$ cat src/rtl/imem_loader.sv
// ----------------------------------------------------------------------------
// imem_loader
//   Boot-time program loader and run monitor for the pipelined DLX core.
//   A byte stream carries an 8-byte big-endian header (word count N, PC limit)
//   followed by N big-endian 32-bit program words. Each word is written into
//   instruction memory at consecutive word addresses from BASE_ADDR while the
//   CPU is held. The CPU is then released and held again when its fetch PC
//   reaches the limit or the run-cycle budget expires.
//
// Ports
//   clk, rst_n            clock, asynchronous active-low reset
//   byte_in, byte_valid   stream byte and its valid
//   byte_ready            loader accepts a byte this cycle
//   mem_we/addr/wdata     instruction-memory write port (one pulse per word)
//   cpu_hold              1 = CPU frozen
//   cpu_pc                CPU fetch-stage PC
//   running, done         CPU executing / run finished (sticky)
//   timeout               run ended by cycle budget (sticky)
//   run_cycles            cycles spent in RUN (saturating)
// ----------------------------------------------------------------------------
module imem_loader #(
  parameter logic [31:0] BASE_ADDR  = 32'h0040_0000,
  parameter int          MAX_CYCLES = 5000,
  parameter int          CNT_W      = 16
) (
  input  logic             clk,
  input  logic             rst_n,
  input  logic [7:0]       byte_in,
  input  logic             byte_valid,
  output logic             byte_ready,
  output logic             mem_we,
  output logic [31:0]      mem_addr,
  output logic [31:0]      mem_wdata,
  output logic             cpu_hold,
  input  logic [31:0]      cpu_pc,
  output logic             running,
  output logic             done,
  output logic             timeout,
  output logic [CNT_W-1:0] run_cycles
);

  localparam logic [2:0] S_HDR_CNT = 3'd0;
  localparam logic [2:0] S_HDR_LIM = 3'd1;
  localparam logic [2:0] S_LOAD    = 3'd2;
  localparam logic [2:0] S_WRITE   = 3'd3;
  localparam logic [2:0] S_RUN     = 3'd4;
  localparam logic [2:0] S_HALT    = 3'd5;

  localparam logic [CNT_W-1:0] LAST_CYC = CNT_W'(MAX_CYCLES - 1);

  function automatic logic [CNT_W-1:0] sat_inc(input logic [CNT_W-1:0] v);
    return (&v) ? v : v + CNT_W'(1);
  endfunction

  logic [2:0]       state_q,      state_d;
  logic [1:0]       byte_idx_q,   byte_idx_d;
  logic [31:0]      sh_q,         sh_d;
  logic [CNT_W-1:0] word_cnt_q,   word_cnt_d;
  logic [CNT_W-1:0] word_idx_q,   word_idx_d;
  logic [31:0]      pc_lim_q,     pc_lim_d;
  logic             byte_ready_q, byte_ready_d;
  logic             mem_we_q,     mem_we_d;
  logic [31:0]      mem_addr_q,   mem_addr_d;
  logic [31:0]      mem_wdata_q,  mem_wdata_d;
  logic             cpu_hold_q,   cpu_hold_d;
  logic             running_q,    running_d;
  logic             done_q,       done_d;
  logic             timeout_q,    timeout_d;
  logic [CNT_W-1:0] run_cycles_q, run_cycles_d;

  logic        xfer;
  logic        word_end;
  logic [31:0] sh_next;

  always_comb begin
    state_d      = state_q;
    byte_idx_d   = byte_idx_q;
    sh_d         = sh_q;
    word_cnt_d   = word_cnt_q;
    word_idx_d   = word_idx_q;
    pc_lim_d     = pc_lim_q;
    byte_ready_d = byte_ready_q;
    mem_we_d     = 1'b0;
    mem_addr_d   = mem_addr_q;
    mem_wdata_d  = mem_wdata_q;
    cpu_hold_d   = cpu_hold_q;
    running_d    = running_q;
    done_d       = done_q;
    timeout_d    = timeout_q;
    run_cycles_d = run_cycles_q;

    // byte_ready is only high in the header/LOAD states, so xfer is
    // implicitly zero in WRITE, RUN and HALT.
    xfer     = byte_valid & byte_ready_q;
    sh_next  = {sh_q[23:0], byte_in};
    word_end = xfer && (byte_idx_q == 2'd3);

    if (xfer) begin
      sh_d       = sh_next;
      byte_idx_d = byte_idx_q + 2'd1;
    end

    case (state_q)
      S_HDR_CNT: begin
        if (word_end) begin
          word_cnt_d = sh_next[CNT_W-1:0];
          state_d    = S_HDR_LIM;
        end
      end
      S_HDR_LIM: begin
        if (word_end) begin
          pc_lim_d = sh_next;
          if (word_cnt_q == '0) begin
            state_d      = S_RUN;
            byte_ready_d = 1'b0;
            cpu_hold_d   = 1'b0;
            running_d    = 1'b1;
          end else begin
            state_d = S_LOAD;
          end
        end
      end
      S_LOAD: begin
        if (word_end) begin
          state_d      = S_WRITE;
          byte_ready_d = 1'b0;
          mem_we_d     = 1'b1;
          mem_wdata_d  = sh_next;
          mem_addr_d   = BASE_ADDR + (32'(word_idx_q) << 2);
        end
      end
      S_WRITE: begin
        word_idx_d = word_idx_q + CNT_W'(1);
        if ((word_idx_q + CNT_W'(1)) == word_cnt_q) begin
          state_d    = S_RUN;
          cpu_hold_d = 1'b0;
          running_d  = 1'b1;
        end else begin
          state_d      = S_LOAD;
          byte_ready_d = 1'b1;
        end
      end
      S_RUN: begin
        run_cycles_d = sat_inc(run_cycles_q);
        // PC limit has priority over the budget when both hit together.
        if (cpu_pc >= pc_lim_q) begin
          state_d    = S_HALT;
          cpu_hold_d = 1'b1;
          running_d  = 1'b0;
          done_d     = 1'b1;
        end else if (run_cycles_q == LAST_CYC) begin
          state_d    = S_HALT;
          cpu_hold_d = 1'b1;
          running_d  = 1'b0;
          done_d     = 1'b1;
          timeout_d  = 1'b1;
        end
      end
      S_HALT: begin
      end
      default: begin
        state_d = S_HDR_CNT;
      end
    endcase
  end

  always_ff @(posedge clk or negedge rst_n) begin
    if (!rst_n) begin
      state_q      <= S_HDR_CNT;
      byte_idx_q   <= 2'd0;
      sh_q         <= 32'd0;
      word_cnt_q   <= '0;
      word_idx_q   <= '0;
      pc_lim_q     <= 32'd0;
      byte_ready_q <= 1'b1;
      mem_we_q     <= 1'b0;
      mem_addr_q   <= BASE_ADDR;
      mem_wdata_q  <= 32'd0;
      cpu_hold_q   <= 1'b1;
      running_q    <= 1'b0;
      done_q       <= 1'b0;
      timeout_q    <= 1'b0;
      run_cycles_q <= '0;
    end else begin
      state_q      <= state_d;
      byte_idx_q   <= byte_idx_d;
      sh_q         <= sh_d;
      word_cnt_q   <= word_cnt_d;
      word_idx_q   <= word_idx_d;
      pc_lim_q     <= pc_lim_d;
      byte_ready_q <= byte_ready_d;
      mem_we_q     <= mem_we_d;
      mem_addr_q   <= mem_addr_d;
      mem_wdata_q  <= mem_wdata_d;
      cpu_hold_q   <= cpu_hold_d;
      running_q    <= running_d;
      done_q       <= done_d;
      timeout_q    <= timeout_d;
      run_cycles_q <= run_cycles_d;
    end
  end

  assign byte_ready = byte_ready_q;
  assign mem_we     = mem_we_q;
  assign mem_addr   = mem_addr_q;
  assign mem_wdata  = mem_wdata_q;
  assign cpu_hold   = cpu_hold_q;
  assign running    = running_q;
  assign done       = done_q;
  assign timeout    = timeout_q;
  assign run_cycles = run_cycles_q;

endmodule

$ cat config.mk
export PLATFORM = sky130hd
export DESIGN_NAME = imem_loader
export DESIGN_NICKNAME = d
export VERILOG_FILES = /design/src/rtl/imem_loader.sv
export SDC_FILE = /design/constraint.sdc
export NUM_CORES = 1
export LEC_CHECK = 0
export CAP_MARGIN = 20
export CORE_MARGIN = 2
export CORE_UTILIZATION = 35
export DETAILED_ROUTE_END_ITERATION = 12
export HOLD_SLACK_MARGIN = 0.08
export PLACE_DENSITY_LB_ADDON = 0.25
export SYNTH_ARGS = -nofsm -noshare
export SYNTH_HDL_FRONTEND = slang
export SYNTH_SLANG_ARGS = --single-unit
export TNS_END_PERCENT = 30
$ cat constraint.sdc
create_clock -name clk -period 3 [get_ports clk]
set_clock_uncertainty 0.2 [all_clocks]
set_input_delay 0.3 -clock clk [delete_from_list [all_inputs] [get_ports clk]]
set_output_delay 0.3 -clock clk [all_outputs]
set_load 0.005 [all_outputs]
# == After elaboration in Yosys (flattened, before gate mapping) ==
# Cells that the tools add are included.
# word_totals
reg_bits,179
inputBits,43
output_inout_bits,86
word_cells,80
# classes
add_sub_neg,4
magnitude_cmp,1
n_eq_ne,15
muxes,25
bitwise_logic,4
n_reduce_logical,16
# ops
cell,count
$add 16x1->16 const B,2
$ge 32x32->1,1
$add 23x18->24 const A,1
$mux 3,7
$pmux 3 s6,1
$eq 16x13->1 const B,1
$eq 16x16->1,1
$logic_not 16->1,1
$reduce_and 16->1,1
$reduce_and 5->1,3
$mux 1,14
$ne 2x2->1 const B,6
$reduce_and 2->1,5
$pmux 1 s3,3
$eq 3x2->1 const B,2
$eq 3x3->1 const B,2
$reduce_bool 3->1,2
$eq 3x1->1 const B,1
$logic_not 3->1,1
$ne 3x3->1 const B,1
$not 1->1,3
$reduce_and 3->1,1
$add 2x1->2 const B,1
$eq 2x2->1 const B,1
other kinds (3),3

# == Longest topological paths before layout ==
# depth
ltp_word,4
ltp_mapped,9
mapped_depth_nobuf,9

# == Worst setup path after synthesis ==
# OpenSTA, ideal clock, no wires.
# synth_path
kind,reg2reg
start,register word_idx_q[0]
end,register state_q[1]
setup_ns,0.146
t_arrival_ns,2.086
t_required_ns,2.654
path_slack_ns,0.568
stages_incl_launch_ff,9
n_path_buf,0
synth_period_minus_slack_ns,2.432
cell_sequence,dfrtp_1 ha_1 nand3_2 o31a_1 or4_4 o211ai_2 o221a_2 and2_1 a311oi_1
# synth_via
elab_chain_cells,4
# synth_rtl
element,line,rtl
start: declaration,59,"logic [CNT_W-1:0] word_idx_q, word_idx_d;"
start signal: assignment,189,word_idx_q <= word_idx_d;
$add 16x1->16,134,if ((word_idx_q + CNT_W'(1)) == word_cnt_q) begin
$eq 16x16->1,134,
$mux 3,134,
$pmux 3 s6,103,case (state_q)
end signal: assignment,185,state_q <= state_d;
end: declaration,55,"logic [2:0] state_q, state_d;"
# Every way passes these cells.
# A chain may end at the register's enable or synchronous reset.

# == Worst setup path after layout ==
# layout_path
start,register word_idx_q[1]
end,register state_q[1]
# Same word-level chain as after synthesis.

==> results.ini <==
[run_status]
status = complete, no violations

[power]
ir_worst_vdd_uv = 416
swShare = 0.217
p_leak_uw = 0.00463
powerDensity_nw_per_um2 = 464
combPwrFrac = 0.039
p_total_uw = 4580
power_frac_seq = 0.483
clock_power_share = 0.479
p_sw_uw = 994
internal-power_uw = 3590

[yosys]
synth_area_per_cell_um2 = 11.4
postSynthCellCount = 688
synth-edff-count = 0
synthFlopType = dfrtp_1
synthTopCellsByArea = dfrtp_1 52%, mux2_2 13%, ha_1 5.6%
synthArstFlopShare = 1.00
ys_warn_count = 0
synth_cell_types = 55
yosys.area.top_type = dfrtp_1
synth_top_area_frac = 0.515
ys_ff_latch = 163
ys_seq_area_frac = 0.522
syn_area_um2 = 7820

[critical_path]
end_kind = register
crit_path_start_kind = register
crit_fanout = 10
crit_end = state_q[1]$_DFFE_PN0P_
r2r_start = word_idx_q[1]$_DFFE_PN0P_
crit_arrival_ps = 2740
crit_type = register to register
reg2regPathDepth = 8
rrSetupSlack_ps = 340
cp.required_ps = 3080
r2r_end = state_q[1]$_DFFE_PN0P_
worstSetupStartpoint = word_idx_q[1]$_DFFE_PN0P_

[clocking]
cts.sinks = 163
cts_tree = yes
ctsResizeCount = 0
clkTransAtPathRegs_ps = 60
ctsRootBufferMaster = clkbuf_16
h-tree-depth = 4
numCtsBuffers = 17
clockBufferDepth = 2
insertion_delay_ps = 430

[global_route]
grt_pass1_wl_um = 29100
antenna_found_initial = 0
grt_pass1_vias = 5294
grt-ovfl-total = 0
grt_max_degree = 76
track_usage = 0.156

[timing]
fmax_mhz = 376
slew_violations = 0
final-setup-viol-count = 0
rsz0062_at_grt = no
worst_pin_slew_ps = 736
post-route-period-util = 0.886
final-hold-violation-count = 0
slew-limit-headroom = 0.509
finalSetupTns_ps = 0
period_needed_ps = 2660

[final_layout]
mostFrequentLayoutCells = 161 x dfrtp_1, 111 x clkdlybuf4s50_1, 92 x mux2_2
insertedDiodeCount = 0
instances_no_fill = 1099
fin_nets = 885
final_common_cell = dfrtp_1
area_growth_pct = 26.4
fin_area_um2 = 9880
layout-drive-gt1-share = 0.194

[placed_design]
place_congestion = 0.797
place_area_um2 = 9280
port_buffers = 112
place_hpwl_um = 12600
dpl.cell_count = 1067

[drt]
viasPerCell = 4.88
drtAntennaViolNets = 0
dr.pass1.iters = 4
avgRoutedWirePerCell_um = 15.8
wirelength_um = 17400
drtIter0Drc = 232
drc = 0
via_count = 5359

[hold_path]
hold_depth = 1
min_from = done$_DFFE_PN0P_
worstHoldPathType = register to register

[run]
max_cap_violations = 0

[floorplanning]
die_y_um = 153
floorplan.rows = 54
io_pins = 129
die-area_um2 = 23600
die_x_um = 153
core_area_um2 = 21900
start_util = 0.357

## area by class of cell
cell class | instances | area [um^2]
repair buffers | 130 | 1310
clock inverters | 10 | 121
inverters | 41 | 154
fillers | 2089 | 12000
multi-input cells | 454 | 3390
flip-flops and latches | 163 | 4080
clock buffers | 21 | 470
well taps | 280 | 350
## worst min path at each step
stage | end | slack (ps)
3_3_place_gp | mem_wdata[28]$_DFFE_PN0P_ | 200
5_1_grt | done$_DFFE_PN0P_ | 300
6_report | done$_DFFE_PN0P_ | 280
4_1_cts | done$_DFFE_PN0P_ | 280
3_5_place_dp | mem_wdata[28]$_DFFE_PN0P_ | 190
2_1_floorplan | byte_idx_q[0]$_DFFE_PN0P_ | -200
## what timing repair did
item	CTS	global route
endpoints found under the setup margin	0	0
endpoints found under the hold margin	70	0
buffers inserted	0	0
hold buffers	1	0
## metrics by stage
step                      setup slack, ps  utilization  hold WS (ps)
after floorplan                       568            -          -196
final                                 341        0.451           284
after detailed placement             22.0        0.424           191
after global placement               43.6        0.424           201
after CTS                             313        0.451           284
after global routing                  102        0.451           302
## sequential cells by signal, summed over array words and instances (netlist names)
name and cells:
word_idx_q 16, byte_idx_q 2, word_cnt_q 16, mem_we 1
running 1, mem_wdata 32, run_cycles 16, sh_q 24
cpu_hold 1, byte_ready 1, pc_lim_q 32, state_q 3
timeout 1, mem_addr 16, done 1
## power by group through the flow
stage / clock [uW] / combinational, uW / sequential, uW
2_1_floorplan: 0 / 56.8 / 2250
3_3_place_gp: 0 / 182 / 2250
3_5_place_dp: 0 / 183 / 2250
4_1_cts: 2250 / 185 / 2210
5_1_grt: 2340 / 201 / 2210
6_report: 2190 / 178 / 2210
## metal layers
layer | vias up | share of wire | GRT usage
met3 | 17 | 0.041 | 0.0312
met1 | 2626 | 0.50 | 0.230
met2 | 119 | 0.44 | 0.230
met4 | 0 | 0.013 | 0.0524
li1 | 2597 | - | -
met5 | - | 0 | 0
## kinds of logic (layout without fill, tap and decap cells)
logic type	Yosys count	count (layout)	synth area share
and+or+nand+nor	180	180	0.120
DFF	163	163	0.522
muxes	93	93	0.134
buffers and inverters	85	202	0.0517
AOI/OAI and AO/OA	82	82	0.0624
xor gates and xnor gates	48	48	0.0538
adders and majority gates	35	35	0.0560
other	2	16	0.000960
## Yosys cell counts, types with 13 or more instances
cell,instances
nand2_1,67
ha_1,35
clkbuf_1,14
o21ai_0,41
nand3_1,14
nand4_1,16
mux2_2,92
xnor2_1,28
buf_4,19
dfrtp_1,161
nor2_1,26
a21oi_1,19
nor4_1,13
inv_1,41
xor2_1,20
## critical path: stages, from the launching register on
cell and delay, ps:
dfrtp_1 430, ha_1 260, nand3_2 210, o31a_1 370
or4_4 480, o211ai_2 90, o221a_2 240, and2_1 150
a311oi_1 90
(Power assumes the default switching activity.)
